## config.mk

```make
export PLATFORM = sky130hd
export DESIGN_NAME = module_control_operandos
export DESIGN_NICKNAME = d
export VERILOG_FILES = /design/src/rtl/pkg_multiplicador.sv /design/src/rtl/module_acum_decimal.sv /design/src/rtl/module_control_operandos.sv
export SDC_FILE = /design/constraint.sdc
export NUM_CORES = 1
export LEC_CHECK = 0
export CAP_MARGIN = 20
export CORE_UTILIZATION = 41
export CTS_CLUSTER_DIAMETER = 200
export DETAILED_ROUTE_END_ITERATION = 12
export PLACE_DENSITY = 0.69
export SYNTH_ARGS = -nofsm -noshare
export SYNTH_HDL_FRONTEND = slang
export SYNTH_SLANG_ARGS = --single-unit
```

## constraint.sdc

```tcl
create_clock -name clk -period 4.3 [get_ports clk]
set_input_delay 0.645 -clock clk [delete_from_list [all_inputs] [get_ports clk]]
set_output_delay 0.645 -clock clk [all_outputs]
set_load 0.05 [all_outputs]
```

## src/rtl/pkg_multiplicador.sv

```systemverilog
// Shared types and key codes for the keypad-to-multiplier operand path.
package pkg_multiplicador;

  // Operand entry sequencer states; encoding is exported on debug LEDs.
  typedef enum logic [2:0] {
    CAPT_A = 3'd0,
    CAPT_B = 3'd1,
    START  = 3'd2,
    WAIT   = 3'd3,
    SHOW   = 3'd4
  } estado_t;

  // Keypad decoder codes for the two non-digit keys ('*' and '#').
  localparam logic [3:0] TECLA_CLEAR = 4'd10;
  localparam logic [3:0] TECLA_ENTER = 4'd11;

endpackage

```

## src/rtl/module_acum_decimal.sv

```systemverilog
// One decimal operand accumulator with a saturating digit counter.
// Priority: clear, then load-first-digit, then ordinary digit append.
module module_acum_decimal #(
  parameter int N_DIGITS = 2,
  parameter int WIDTH    = 7,
  localparam int CW      = $clog2(N_DIGITS + 1)
) (
  input  logic             clk,
  input  logic             rst,
  input  logic             digit_en,
  input  logic [3:0]       digit,
  input  logic             clear,
  input  logic             load_first,
  output logic [WIDTH-1:0] value,
  output logic [CW-1:0]    count
);

  localparam logic [CW-1:0] MAX_CNT = CW'(N_DIGITS);

  logic [WIDTH-1:0] times_ten_plus;

  // acc*10 + d without a multiplier; cannot overflow while count < N_DIGITS.
  assign times_ten_plus = (value << 3) + (value << 1) + WIDTH'(digit);

  // Accumulator and digit counter; digits beyond N_DIGITS are dropped.
  always_ff @(posedge clk or posedge rst) begin
    if (rst) begin
      value <= '0;
      count <= '0;
    end else if (clear) begin
      value <= '0;
      count <= '0;
    end else if (load_first) begin
      value <= WIDTH'(digit);
      count <= CW'(1);
    end else if (digit_en && (count < MAX_CNT)) begin
      value <= times_ten_plus;
      count <= count + CW'(1);
    end
  end

endmodule

```

## src/rtl/module_control_operandos.sv

```systemverilog
// Sequences keypad entry of operands A and B, starts the multiplier,
// waits for its result and holds the product for display.
module module_control_operandos
  import pkg_multiplicador::*;
#(
  parameter int N_DIGITS = 2,
  parameter int WIDTH    = 7
) (
  input  logic               clk,
  input  logic               rst,
  input  logic               dato_listo_i,
  input  logic [3:0]         dato_i,
  input  logic               mult_done_i,
  input  logic [2*WIDTH-1:0] producto_i,
  output logic [WIDTH-1:0]   op_a_o,
  output logic [WIDTH-1:0]   op_b_o,
  output logic               start_o,
  output logic [2*WIDTH-1:0] producto_o,
  output logic               valido_o,
  output logic [WIDTH-1:0]   display_o,
  output logic [2:0]         estado_o
);

  localparam int CW = $clog2(N_DIGITS + 1);

  estado_t          state, state_next;
  logic [WIDTH-1:0] acc_a, acc_b;
  logic [CW-1:0]    cnt_a, cnt_b;
  logic             is_digit, is_clear, is_enter;
  logic             a_digit, a_clear, a_load, b_digit, b_clear;
  logic             latch_prod, clr_valido;

  assign is_digit = dato_listo_i && (dato_i <= 4'd9);
  assign is_clear = dato_listo_i && (dato_i == TECLA_CLEAR);
  assign is_enter = dato_listo_i && (dato_i == TECLA_ENTER);

  module_acum_decimal #(.N_DIGITS(N_DIGITS), .WIDTH(WIDTH)) u_acum_a (
    .clk        (clk),
    .rst        (rst),
    .digit_en   (a_digit),
    .digit      (dato_i),
    .clear      (a_clear),
    .load_first (a_load),
    .value      (acc_a),
    .count      (cnt_a)
  );

  module_acum_decimal #(.N_DIGITS(N_DIGITS), .WIDTH(WIDTH)) u_acum_b (
    .clk        (clk),
    .rst        (rst),
    .digit_en   (b_digit),
    .digit      (dato_i),
    .clear      (b_clear),
    .load_first (1'b0),
    .value      (acc_b),
    .count      (cnt_b)
  );

  // State register.
  always_ff @(posedge clk or posedge rst) begin
    if (rst) state <= CAPT_A;
    else     state <= state_next;
  end

  // Next state and accumulator/product controls from the current key strobe.
  always_comb begin
    state_next = state;
    a_digit    = 1'b0;
    a_clear    = 1'b0;
    a_load     = 1'b0;
    b_digit    = 1'b0;
    b_clear    = 1'b0;
    latch_prod = 1'b0;
    clr_valido = 1'b0;
    case (state)
      CAPT_A: begin
        if (is_digit) a_digit = 1'b1;
        else if (is_clear) a_clear = 1'b1;
        else if (is_enter && (cnt_a != '0)) begin
          b_clear    = 1'b1;
          state_next = CAPT_B;
        end
      end
      CAPT_B: begin
        if (is_digit) b_digit = 1'b1;
        else if (is_clear) begin
          if (cnt_b == '0) state_next = CAPT_A;
          else             b_clear    = 1'b1;
        end else if (is_enter && (cnt_b != '0)) state_next = START;
      end
      START: state_next = WAIT;
      WAIT: begin
        if (mult_done_i) begin
          latch_prod = 1'b1;
          state_next = SHOW;
        end
      end
      SHOW: begin
        if (is_digit) begin
          clr_valido = 1'b1;
          a_load     = 1'b1;
          state_next = CAPT_A;
        end else if (is_clear) begin
          clr_valido = 1'b1;
          a_clear    = 1'b1;
          state_next = CAPT_A;
        end
      end
      default: state_next = CAPT_A;
    endcase
  end

  // Product latch and freshness flag.
  always_ff @(posedge clk or posedge rst) begin
    if (rst) begin
      producto_o <= '0;
      valido_o   <= 1'b0;
    end else if (latch_prod) begin
      producto_o <= producto_i;
      valido_o   <= 1'b1;
    end else if (clr_valido) begin
      valido_o   <= 1'b0;
    end
  end

  // Display follows the operand in progress, or the product once shown.
  always_comb begin
    display_o = acc_b;
    case (state)
      CAPT_A:  display_o = acc_a;
      SHOW:    display_o = producto_o[WIDTH-1:0];
      default: display_o = acc_b;
    endcase
  end

  assign op_a_o   = acc_a;
  assign op_b_o   = acc_b;
  assign start_o  = (state == START);
  assign estado_o = state;

endmodule

```

; ---- After elaboration in Yosys (flattened, before gate mapping)
; Index checks and enable logic that the tools add are counted.
[op_classes]
addsub = 6
order_cmp = 3
n_eq_ne = 14
n_mux = 42
n_reduce_logical = 16
[op_table]
columns = cell, n
row1 = 2-to-1 mux 7 bit, 5
row2 = 2-to-1 mux 3 bit, 10
row3 = 2-to-1 mux 1 bit, 19
row4 = case mux 3 bit (5 select lines), 1
row5 = adder 7 x 4 -> 7 bit, 2
row6 = adder 7 bit, 2
row7 = case mux 7 bit (2 select lines), 1
row8 = 2-to-1 mux 2 bit, 5
row9 = inequality test 2 bit (second input constant), 5
row10 = inequality test 3 bit (second input constant), 3
row11 = == test 4 bit (second input constant), 2
row12 = AND reduction 8 bit, 1
row13 = nonzero test 2 bit, 4
row14 = logical AND 1 bit, 7
row15 = == test 3 x 2 -> 1 bit (second input constant), 2
row16 = adder 2 x 1 -> 2 bit (second input constant), 2
row17 = <= comparator 4 bit (second input constant), 1
row18 = less-than comparator 2 bit (second input constant), 2
row19 = == test 3 x 1 -> 1 bit (second input constant), 1
row20 = == test 3 bit (second input constant), 1
row21 = zero test 3 bit, 1
row22 = nonzero test 3 bit, 1
row23 = zero test 2 bit, 1
row24 = case mux 1 bit (2 select lines), 1
row25 = OR reduction 2 bit, 1
[totals]
reg_bits = 36
word_cells = 88

; ---- Logic depth before layout (Yosys ltp)
; Gate-level depths: netlist of run 1.
[depth]
depth_word = 8
mapped_depth = 9
ltp_nobuf = 9

; ---- By module
; From an unflattened synthesis of run 1, not the netlist that was laid out.
[unflattened]
cells_unflattened = 240
area_unflattened_um2 = 2342.2
[modules_own_cells]
columns = mod, instances, cells_each, area_per_inst_um2
row1 = module_acum_decimal, 2, 69, 670.6
row2 = module_control_operandos, 1, 102, 1001.0

; ---- Worst setup path before layout of run 1
; No wires, ideal clock.
[synth_path]
path_kind = reg-to-output
from = register state[0] (netlist: estado_o[0])
to = output display_o[5]
t_arrival_ns = 2.212
path_slack_ns = 1.443
path_stages_with_launch = 7
path_cell_list = dfrtp_1 buf_4 nor2_1 buf_2 buf_1 nor2_1 a21oi_1
[synth_between]
elab_chain_cells = 2
elab_cells_between_ends = 3
[synth_rtl]
columns = item, line
row1 = "start, declared", module_control_operandos.sv:26  ; estado_t state, state_next;
row2 = "start signal, assigned", module_control_operandos.sv:62  ; else state <= state_next;
row3 = == test 3 bit / zero test 3 bit (equally long branches), module_control_operandos.sv:129  ; case (state)
row4 = case mux 7 bit (2 select lines) *, module_control_operandos.sv:129
row5 = "end, declared", module_control_operandos.sv:20  ; output logic [WIDTH-1:0] display_o,
; Every way passes the cells marked *; elsewhere a longest branch is shown, timed or not.

; ---- Final worst setup path of run 1
[layout_path]
from = register state[2] (netlist: estado_o[2])
to = output display_o[1]
; Same word-level chain as after synthesis.

==> results of run 1 <==
-- cell families (layout without fill, tap and decap cells) --
logic type	after synthesis	after routing	share of synthesized area
flip-flops	36	36	0.3937
buffers and inverters	33	95	0.06287
adder cells (fa/ha/maj)	22	22	0.1334
XOR/XNOR	11	11	0.04210
AND/OR/NAND/NOR	49	49	0.1181
multiplexers	28	28	0.1307
AO/OA/AOI/OAI	45	45	0.1192
-- worst max-delay path, cell delays in order, from the launching register on --
cell and delay (ns):
dfrtp_1 0.88, mux2i_1 0.21, a21oi_1 0.24, clkdlybuf4s50_1 0.84
-- metal layers --
layer	wire length [µm]	GRT usage	part of all wire
met5	0	0	0
met4	63	0.05192	0.012
met3	407	0.07381	0.076
met2	2492	0.3214	0.46
met1	2403	0.2595	0.45
-- registers in the layout (all words and copies together), names as in the netlist --
name	count
producto_o	14
u_acum_a.value	7
u_acum_b.value	7
estado_o	3
u_acum_a.count	2
u_acum_b.count	2
valido_o	1
-- synth_stat cells --
master      n  share of area
o22ai_1     3         0.0082
nor4_4      1         0.0093
mux2i_1    13          0.057
nand2_4     1         0.0049
nand4b_1    2         0.0077
a21o_1      4          0.013
nor3b_1     2         0.0066
xnor2_1     7          0.027
nand2_1     7          0.011
xor2_1      4          0.015
ha_1       18          0.098
a211o_1     1         0.0038
buf_2       7          0.015
buf_6       1         0.0049
inv_1      23          0.038
nand3b_1    3         0.0098
buf_1       1         0.0016
a31oi_1     1         0.0027
a32oi_1     1         0.0038
nand3_1     3         0.0066
o211ai_1    1         0.0033
or4_4       1         0.0049
fa_1        4          0.035
o21ai_4     1         0.0071
mux2_2     15          0.074
nor4_2      1         0.0055
nand2b_1    2         0.0055
dfrtp_1    36           0.39
a21oi_1    20          0.044
nand4_1     3         0.0082
nor2_1     23          0.038
o21ai_0     9          0.020
o2111ai_1   1         0.0038
buf_4       1         0.0033
o21a_1      3         0.0098
-- stage by stage --
stage / hold WS (ns) / instances / power (W)
3_5_place_dp: 0.4947 / 347 / 0.002264
5_1_grt: 0.5216 / 356 / 0.002750
2_1_floorplan: 0.4799 / 224 / 0.001764
3_3_place_gp: 0.4868 / 347 / 0.002253
6_report: 0.5044 / 356 / 0.002558
4_1_cts: 0.5112 / 355 / 0.002580
-- report_power, final --
part	total (W)	internal (W)	switching, W
clock	0.000301	0.000172	0.000128
sequential	0.000594	0.000451	0.000143
combinational	0.00166	0.000631	0.00103
-- worst paths after layout --
path                                                      end                 startpoint
min in group asynchronous           producto_o[8]$_DFFE_PP0P_                        rst
worst min-delay path                producto_o[7]$_DFFE_PP0P_  producto_o[7]$_DFFE_PP0P_
worst max-delay path                             display_o[1]    estado_o[2]$_DFFE_PP0P_
worst max register to register     producto_o[10]$_DFFE_PP0P_    estado_o[2]$_DFFE_PP0P_
max in group asynchronous       u_acum_a.value[0]$_DFFE_PP0P_                        rst
worst min register to register      producto_o[7]$_DFFE_PP0P_  producto_o[7]$_DFFE_PP0P_
-- layout make-up --
cell class / instances / area [µm²] / share of cell area
multi-input combinational: 155 / 1244 / 0.4039
sequential: 36 / 900.9 / 0.2926
timing repair buffer: 64 / 653.1 / 0.2121
tap: 70 / 87.58 / 0.02844
inverter: 23 / 86.33 / 0.02804
clock buffer: 6 / 72.57 / 0.02357
clock inverter: 2 / 35.03 / 0.01138
==> flow_summary.toml, run 1 <==
[global_routing]
grt_pass1_wl_um = 9315
grt_pass1_vias = 1899
grt_max_degree = 27
grt_overflow = 0
grt_use_total = 0.2024
antenna_found_initial = 0

[clock_network]
root_buffer = "clkbuf_8"
cts_buffer_depth = 2
cts.clk_slew.worst_paths_ns = 0.08
post_cts_buffers = 0
cts-htree-levels = 2
cts-resized-gates = 0
cts_sinks = 36
insertion_delay_ns = 0.30
hold_buffers = 0
cts_buffers = 5
cts_tree = "done"

[route]
dr.first_iter.drc_count = 44
firstDrtPassIters = 4
drt-total-wl_um = 5366
vias_per_cell = 5.152
drc = 0
antenna_left = 0
vias = 1834
routedWlPerCell_um = 15.07

[worst_setup_path]
reg2reg_depth = 2
critPathKind = "flip-flop to primary output"
arrival_ns = 2.46
cp_data_required_time_ns = 3.65
critPathMaxFanout = 19
end_kind = "primary output"
r2r_slack_ns = 2.02
worst_setup_path_start_kind = "flip-flop"

[die]
rows = 26
die_width_um = 76.71
initial_utilization = 0.4369
core_area_um2 = 5238
dieArea_um2 = 5884
ioPinCount = 62
die_h_um = 76.71

[timing]
period_share = 0.7226
fmax_mhz = 321.9
drv_slew = 0
rsz0062_at_grt = "no"
skew_ns = 0.006411
period_needed_ns = 3.107
fin_setup_tns_ns = 0
setup_slack_ns = 1.193
tightest_slew_ns = 0.8801
setup_viol = 0
maxSlewHeadroom = 0.4102
final_hold_viol_count = 0

[yosys]
synth_cells = 224
syn_nets = 268
synth_cell_types = 35
synth_area_um2 = 2288
syn_avg_cell_area_um2 = 10.22
ys_ff_latch = 36
ys.warnings.count = 0
ys_seq_area_frac = 0.3937

[place]
dpl_cell_area_um2 = 2944
hpwlAfterDp_um = 4006
gp_congestion = 0.7998
portBuffers = 61
dp_slack_ns = 1.202

[outcome]
status = "completed"

[layout]
drive_above_1_share = 0.1049
n_antenna_cell = 0
layout_commonest_cell = "clkdlybuf4s50_1"
utilization = 0.5879
filler_cell_count = 463
final_cell_mix = "clkdlybuf4s50_1 (61), dfrtp_1 (36), nor2_1 (23), inv_1 (23), a21oi_1 (20)"
area_growth_pct = 34.55
finalInstanceArea_um2 = 3079
nets = 329

[pwr]
power_density_nw_per_um2 = 830.8
vdd_drop_max_mv = 0.6461
p_leak_nw = 1.456

[job]
maxCapViolations = 0

[min_path]
whs_path_depth = 1
hold_class = "flip-flop to flip-flop"
(Power assumes the default switching activity.)
==> run 2: changes to the inputs <==
PLACE_DENSITY = 0.71   (was 0.69)
clock period = 2.6 ns   (was 4.3 ns; I/O delays follow)
==> run 2 against run 1 <==
Effect of this change: total power up 73%; critical endpoint is now u_acum_a.value[5]$_DFFE_PP0P_; sequential cell count unchanged; register-to-register slack worse by 1.6 ns; cell count rose by 2.5%; routed wire length grew 3.3%; count of clock-buffer cells in the layout did not move; global-route usage up 0.46 points; via count up 2.5%; hold slack lost 0.063 ns.
==> flow_summary.toml, run 2 (same netlist as run 1, synthesis figures left out) <==
[timing]
maxSlewHeadroom = 0.6403
fin_setup_tns_ns = 0
period_needed_ns = 2.405
drv_slew = 0
setup_viol = 0
period_share = 0.9251
fmax_mhz = 415.7
skew_ns = 0.01154
tightest_slew_ns = 0.5378
rsz0062_at_grt = "no"
final_hold_viol_count = 0

[route]
vias_per_cell = 5.148
firstDrtPassIters = 4
drt-total-wl_um = 5542
antenna_left = 0
drc = 0
routedWlPerCell_um = 15.18
vias = 1879
dr.first_iter.drc_count = 70

[layout]
multi_input_area_um2 = 1244
reg_top3 = "producto_o x14, u_acum_a.value x7, u_acum_b.value x7"
nets = 339
filler_cell_count = 447
final_cell_mix = "clkdlybuf4s50_1 (54), dfrtp_1 (36), nor2_1 (23), inv_1 (23), a21oi_1 (20)"
largest_reg_flops = 14
regMostFlops = "producto_o"
layout_commonest_cell = "clkdlybuf4s50_1"
ff_latch_area_um2 = 900.9
n_antenna_cell = 0
area_growth_pct = 38.71
drive_above_1_share = 0.1559

[global_routing]
grt.busiest_layer = "met2"
grtUsageMet1 = 0.2656
grt_max_degree = 21
grt_overflow = 0
use_met2 = 0.3259
grt_pass1_vias = 1896
grt_use_total = 0.2070
grt_pass1_wl_um = 9432
antenna_found_initial = 0
grtUsageMet3 = 0.06905

[clock_network]
cts-resized-gates = 0
post_cts_buffers = 0
root_buffer = "clkbuf_8"
cts_tree = "done"
cts_buffer_depth = 2
insertion_delay_ns = 0.29
cts.clk_slew.worst_paths_ns = 0.08
hold_buffers = 0
cts_sinks = 36
cts_buffers = 5
cts-htree-levels = 2

[place]
hpwlAfterDp_um = 4255
gp_congestion = 0.8594
portBuffers = 61

[worst_setup_path]
end_kind = "flip-flop"
slowest_delay_ns = 0.60
arrival_ns = 2.58
critPathMaxFanout = 3
slowest_stage = "fa_1"
cp_data_required_time_ns = 2.77
reg2reg_depth = 8
crit_path_start = "dato_i[3]"
path_common_cell = "inv_1"
reg2reg_to = "u_acum_a.value[5]$_DFFE_PP0P_"
worst_setup_path_start_kind = "input port"
crit_buf_inv = 3
critPathKind = "input port to flip-flop"
crit_cells = 9
crit-reg2reg-launch = "u_acum_a.value[0]$_DFFE_PP0P_"
cp_top_family = "adder cells"
crit_end = "u_acum_a.value[5]$_DFFE_PP0P_"
crit_chain = "clkdlybuf4s50_1, inv_1, fa_1, inv_1, ha_1, a21o_1, a21oi_1, xor2_1, o22ai_1"
r2r_slack_ns = 0.42

[die]
dieArea_um2 = 5884
core_area_um2 = 5238
die_h_um = 76.71
die_width_um = 76.71
initial_utilization = 0.4369
ioPinCount = 62
rows = 26

[pwr]
vdd_drop_max_mv = 0.8119
p_leak_nw = 1.518
p_total_w = 0.004426
power_density_nw_per_um2 = 1394

[min_path]
hold_class = "input port to asynchronous set/reset pin"

[outcome]
status = "completed"

[job]
maxCapViolations = 0
run 2: changes by cell type in the layout (fill, tap and decap cells not counted), sizes merged:
cell	previous run	this run
buf	3	20
clkdlybuf4s50	61	54
bufinv	1	0
run 2: cell type report:
class                   count  area share
multi-input cells         155      0.3918
clock buffers               6     0.02286
well taps                  70     0.02759
inverters                  23     0.02720
clock inverters             1    0.001577
flip-flops and latches     36      0.2838
repair buffers             74      0.2452
run 2: worst min-delay path by stage:
stage | start | to | slack, ns | cells after the start
finish | rst | u_acum_a.value[5]$_DFFE_PP0P_ | 0.44 | 3
floorplan | u_acum_a.count[0]$_DFFE_PP0P_ | u_acum_a.count[0]$_DFFE_PP0P_ | 0.48 | 1
global route | rst | u_acum_a.value[0]$_DFFE_PP0P_ | 0.48 | 3
CTS | rst | u_acum_a.value[5]$_DFFE_PP0P_ | 0.44 | 3
detailed placement | producto_o[9]$_DFFE_PP0P_ | producto_o[9]$_DFFE_PP0P_ | 0.50 | 1
global placement | producto_o[7]$_DFFE_PP0P_ | producto_o[7]$_DFFE_PP0P_ | 0.49 | 1
run 2: power breakdown:
| part | internal [W] | switching, W |
|---|---|---|
| logic | 0.00128 | 0.00180 |
| registers | 0.000746 | 0.000224 |
| clock network | 0.000182 | 0.000198 |
run 2: worst register-to-register path, stage by stage, from the launching register on:
cell and delay [ns]:
dfrtp_1 0.44, inv_1 0.08, fa_1 0.56, inv_1 0.06, ha_1 0.30, a21o_1 0.16, a21oi_1 0.18, xor2_1 0.19
o22ai_1 0.11
run 2: stage by stage:
step / hold slack [ns] / utilization / std cells / cell area (µm²) / setup WS, ns
detailed placement: 0.4963 / 0.5913 / 358 / 3097 / -0.07528
floorplan: 0.4799 / - / 224 / 2288 / -0.001819
CTS: 0.4392 / 0.6061 / 365 / 3174 / 0.2179
global placement: 0.4869 / 0.5913 / 358 / 3097 / -0.02972
global route: 0.4781 / 0.6061 / 365 / 3174 / 0.1123
finish: 0.4409 / 0.6061 / 365 / 3174 / 0.1947
run 2: per-layer routing:
| metal | wire length (µm) | up-vias |
|---|---|---|
| met3 | 375 | 9 |
| li1 | - | 912 |
| met4 | 100 | 0 |
| met1 | 2511 | 898 |
| met5 | 0 | - |
| met2 | 2554 | 60 |
==> patch (config.mk and constraints of run 2) <==
`N_DIGITS` is set to 2 in 2 places; all go to 4.
--- a/src/rtl/module_acum_decimal.sv
+++ b/src/rtl/module_acum_decimal.sv
@@ -1,7 +1,7 @@
 // One decimal operand accumulator with a saturating digit counter.
 // Priority: clear, then load-first-digit, then ordinary digit append.
 module module_acum_decimal #(
-  parameter int N_DIGITS = 2,
+  parameter int N_DIGITS = 4,
   parameter int WIDTH    = 7,
   localparam int CW      = $clog2(N_DIGITS + 1)
 ) (
--- a/src/rtl/module_control_operandos.sv
+++ b/src/rtl/module_control_operandos.sv
@@ -3,7 +3,7 @@
 module module_control_operandos
   import pkg_multiplicador::*;
 #(
-  parameter int N_DIGITS = 2,
+  parameter int N_DIGITS = 4,
   parameter int WIDTH    = 7
 ) (
   input  logic               clk,
Behaviour: not the same (Yosys sat finds a counterexample within 4 cycles, from zero or initial values and one cycle with rst high).
==> patch against run 2 <==
Sequential cell count is 2 higher; hold slack better by 0.064 ns; wire length is 6.8% higher; setup slack worse by 0.0057 ns; power is 2.3% lower; synthesized area is 11% higher; design area is 7.9% higher; critical endpoint is now u_acum_a.value[6]; largest cell class unchanged.
==> patch: results <==
metrics = {
    "run_status": {
        "status": "finished clean",
    },
    "synth": {
        "synthDistinctLibCells": 44,
        "ys_seq_area_frac": 0.373,
        "synth_area_leaders": "dfrtp_1 (37%), ha_1 (9.8%), mux2_2 (5.7%)",
        "syn_area_per_cell_um2": 10.2,
    },
    "placement": {
        "post_dp_cell_area_um2": 3330,
        "pre_cts_ws_ns": -0.113,
        "gp_congestion": 0.879,
    },
    "global_routing": {
        "met2_usage": 0.354,
        "grt_util_met1": 0.252,
        "grt_max_degree": 39,
        "grt_pass1_wl_um": 10200,
        "track_usage": 0.205,
        "use_met3": 0.0494,
    },
    "layout": {
        "final_layout_size_suffix_gt1_frac": 0.177,
        "n_fill_cell": 533,
        "nets": 367,
        "regArea_um2": 951,
    },
    "setup_path": {
        "slowest_delay_ns": 0.55,
        "cp.arrival_ns": 2.63,
    },
    "detailed_routing": {
        "wl_met2_um": 2900,
        "routed_wl_um": 5920,
        "drt-vias-per-instance": 5.15,
    },
    "timing": {
        "slew_headroom": 0.484,
        "clock_skew_ns": 0.00479,
    },
}
[patch: cell types whose count changed in the layout (fill, tap and decap cells not counted), moves of 3 or more]
cell and delta:
nor2b_1 +6, a21oi_1 -5, nor2_2 +3, nand2_1 +19, o22ai_1 -3, xor2_1 -4
o21ai_0 +7, nor2_1 -7, nor3_1 +4
[patch: logic make-up after synthesis]
family,synth area share
xor gates and xnor gates,0.0275
muxes,0.105
adders and majority gates,0.129
DFF,0.373
buffers and inverters,0.0598
and+or+nand+nor,0.197
AOI/OAI and AO/OA,0.108
[patch: path summary, 6_finish.rpt]
check / start / to / slack, ns / cells after the start
max in group asynchronous: rst / u_acum_a.count[1] / 1.76 / 3
worst min-delay path: rst / producto_o[12] / 0.51 / 3
worst max register to register: u_acum_a.value[0] / u_acum_a.value[6] / 0.37 / 8
worst max-delay path: dato_i[3] / u_acum_a.value[6] / 0.19 / 9
min in group clk: valido_o / valido_o / 0.51 / 2
worst min register to register: valido_o / valido_o / 0.51 / 2
[patch: report_power, final]
| group | leakage (nW) | total, mW | internal (mW) | switching (mW) |
|---|---|---|---|---|
| clock | 0.0482 | 0.419 | 0.214 | 0.205 |
| sequential | 0.473 | 1.05 | 0.825 | 0.230 |
| combinational | 1.01 | 2.85 | 1.15 | 1.70 |
[patch: cell type report]
| cell class | count | area share |
|---|---|---|
| Tap cell | 75 | 0.0274 |
| Clock inverter | 1 | 0.00146 |
| Inverter | 22 | 0.0241 |
| Clock buffer | 7 | 0.0252 |
| Sequential cell | 38 | 0.278 |
| Timing Repair Buffer | 72 | 0.221 |
| Multi-Input combinational cell | 182 | 0.423 |
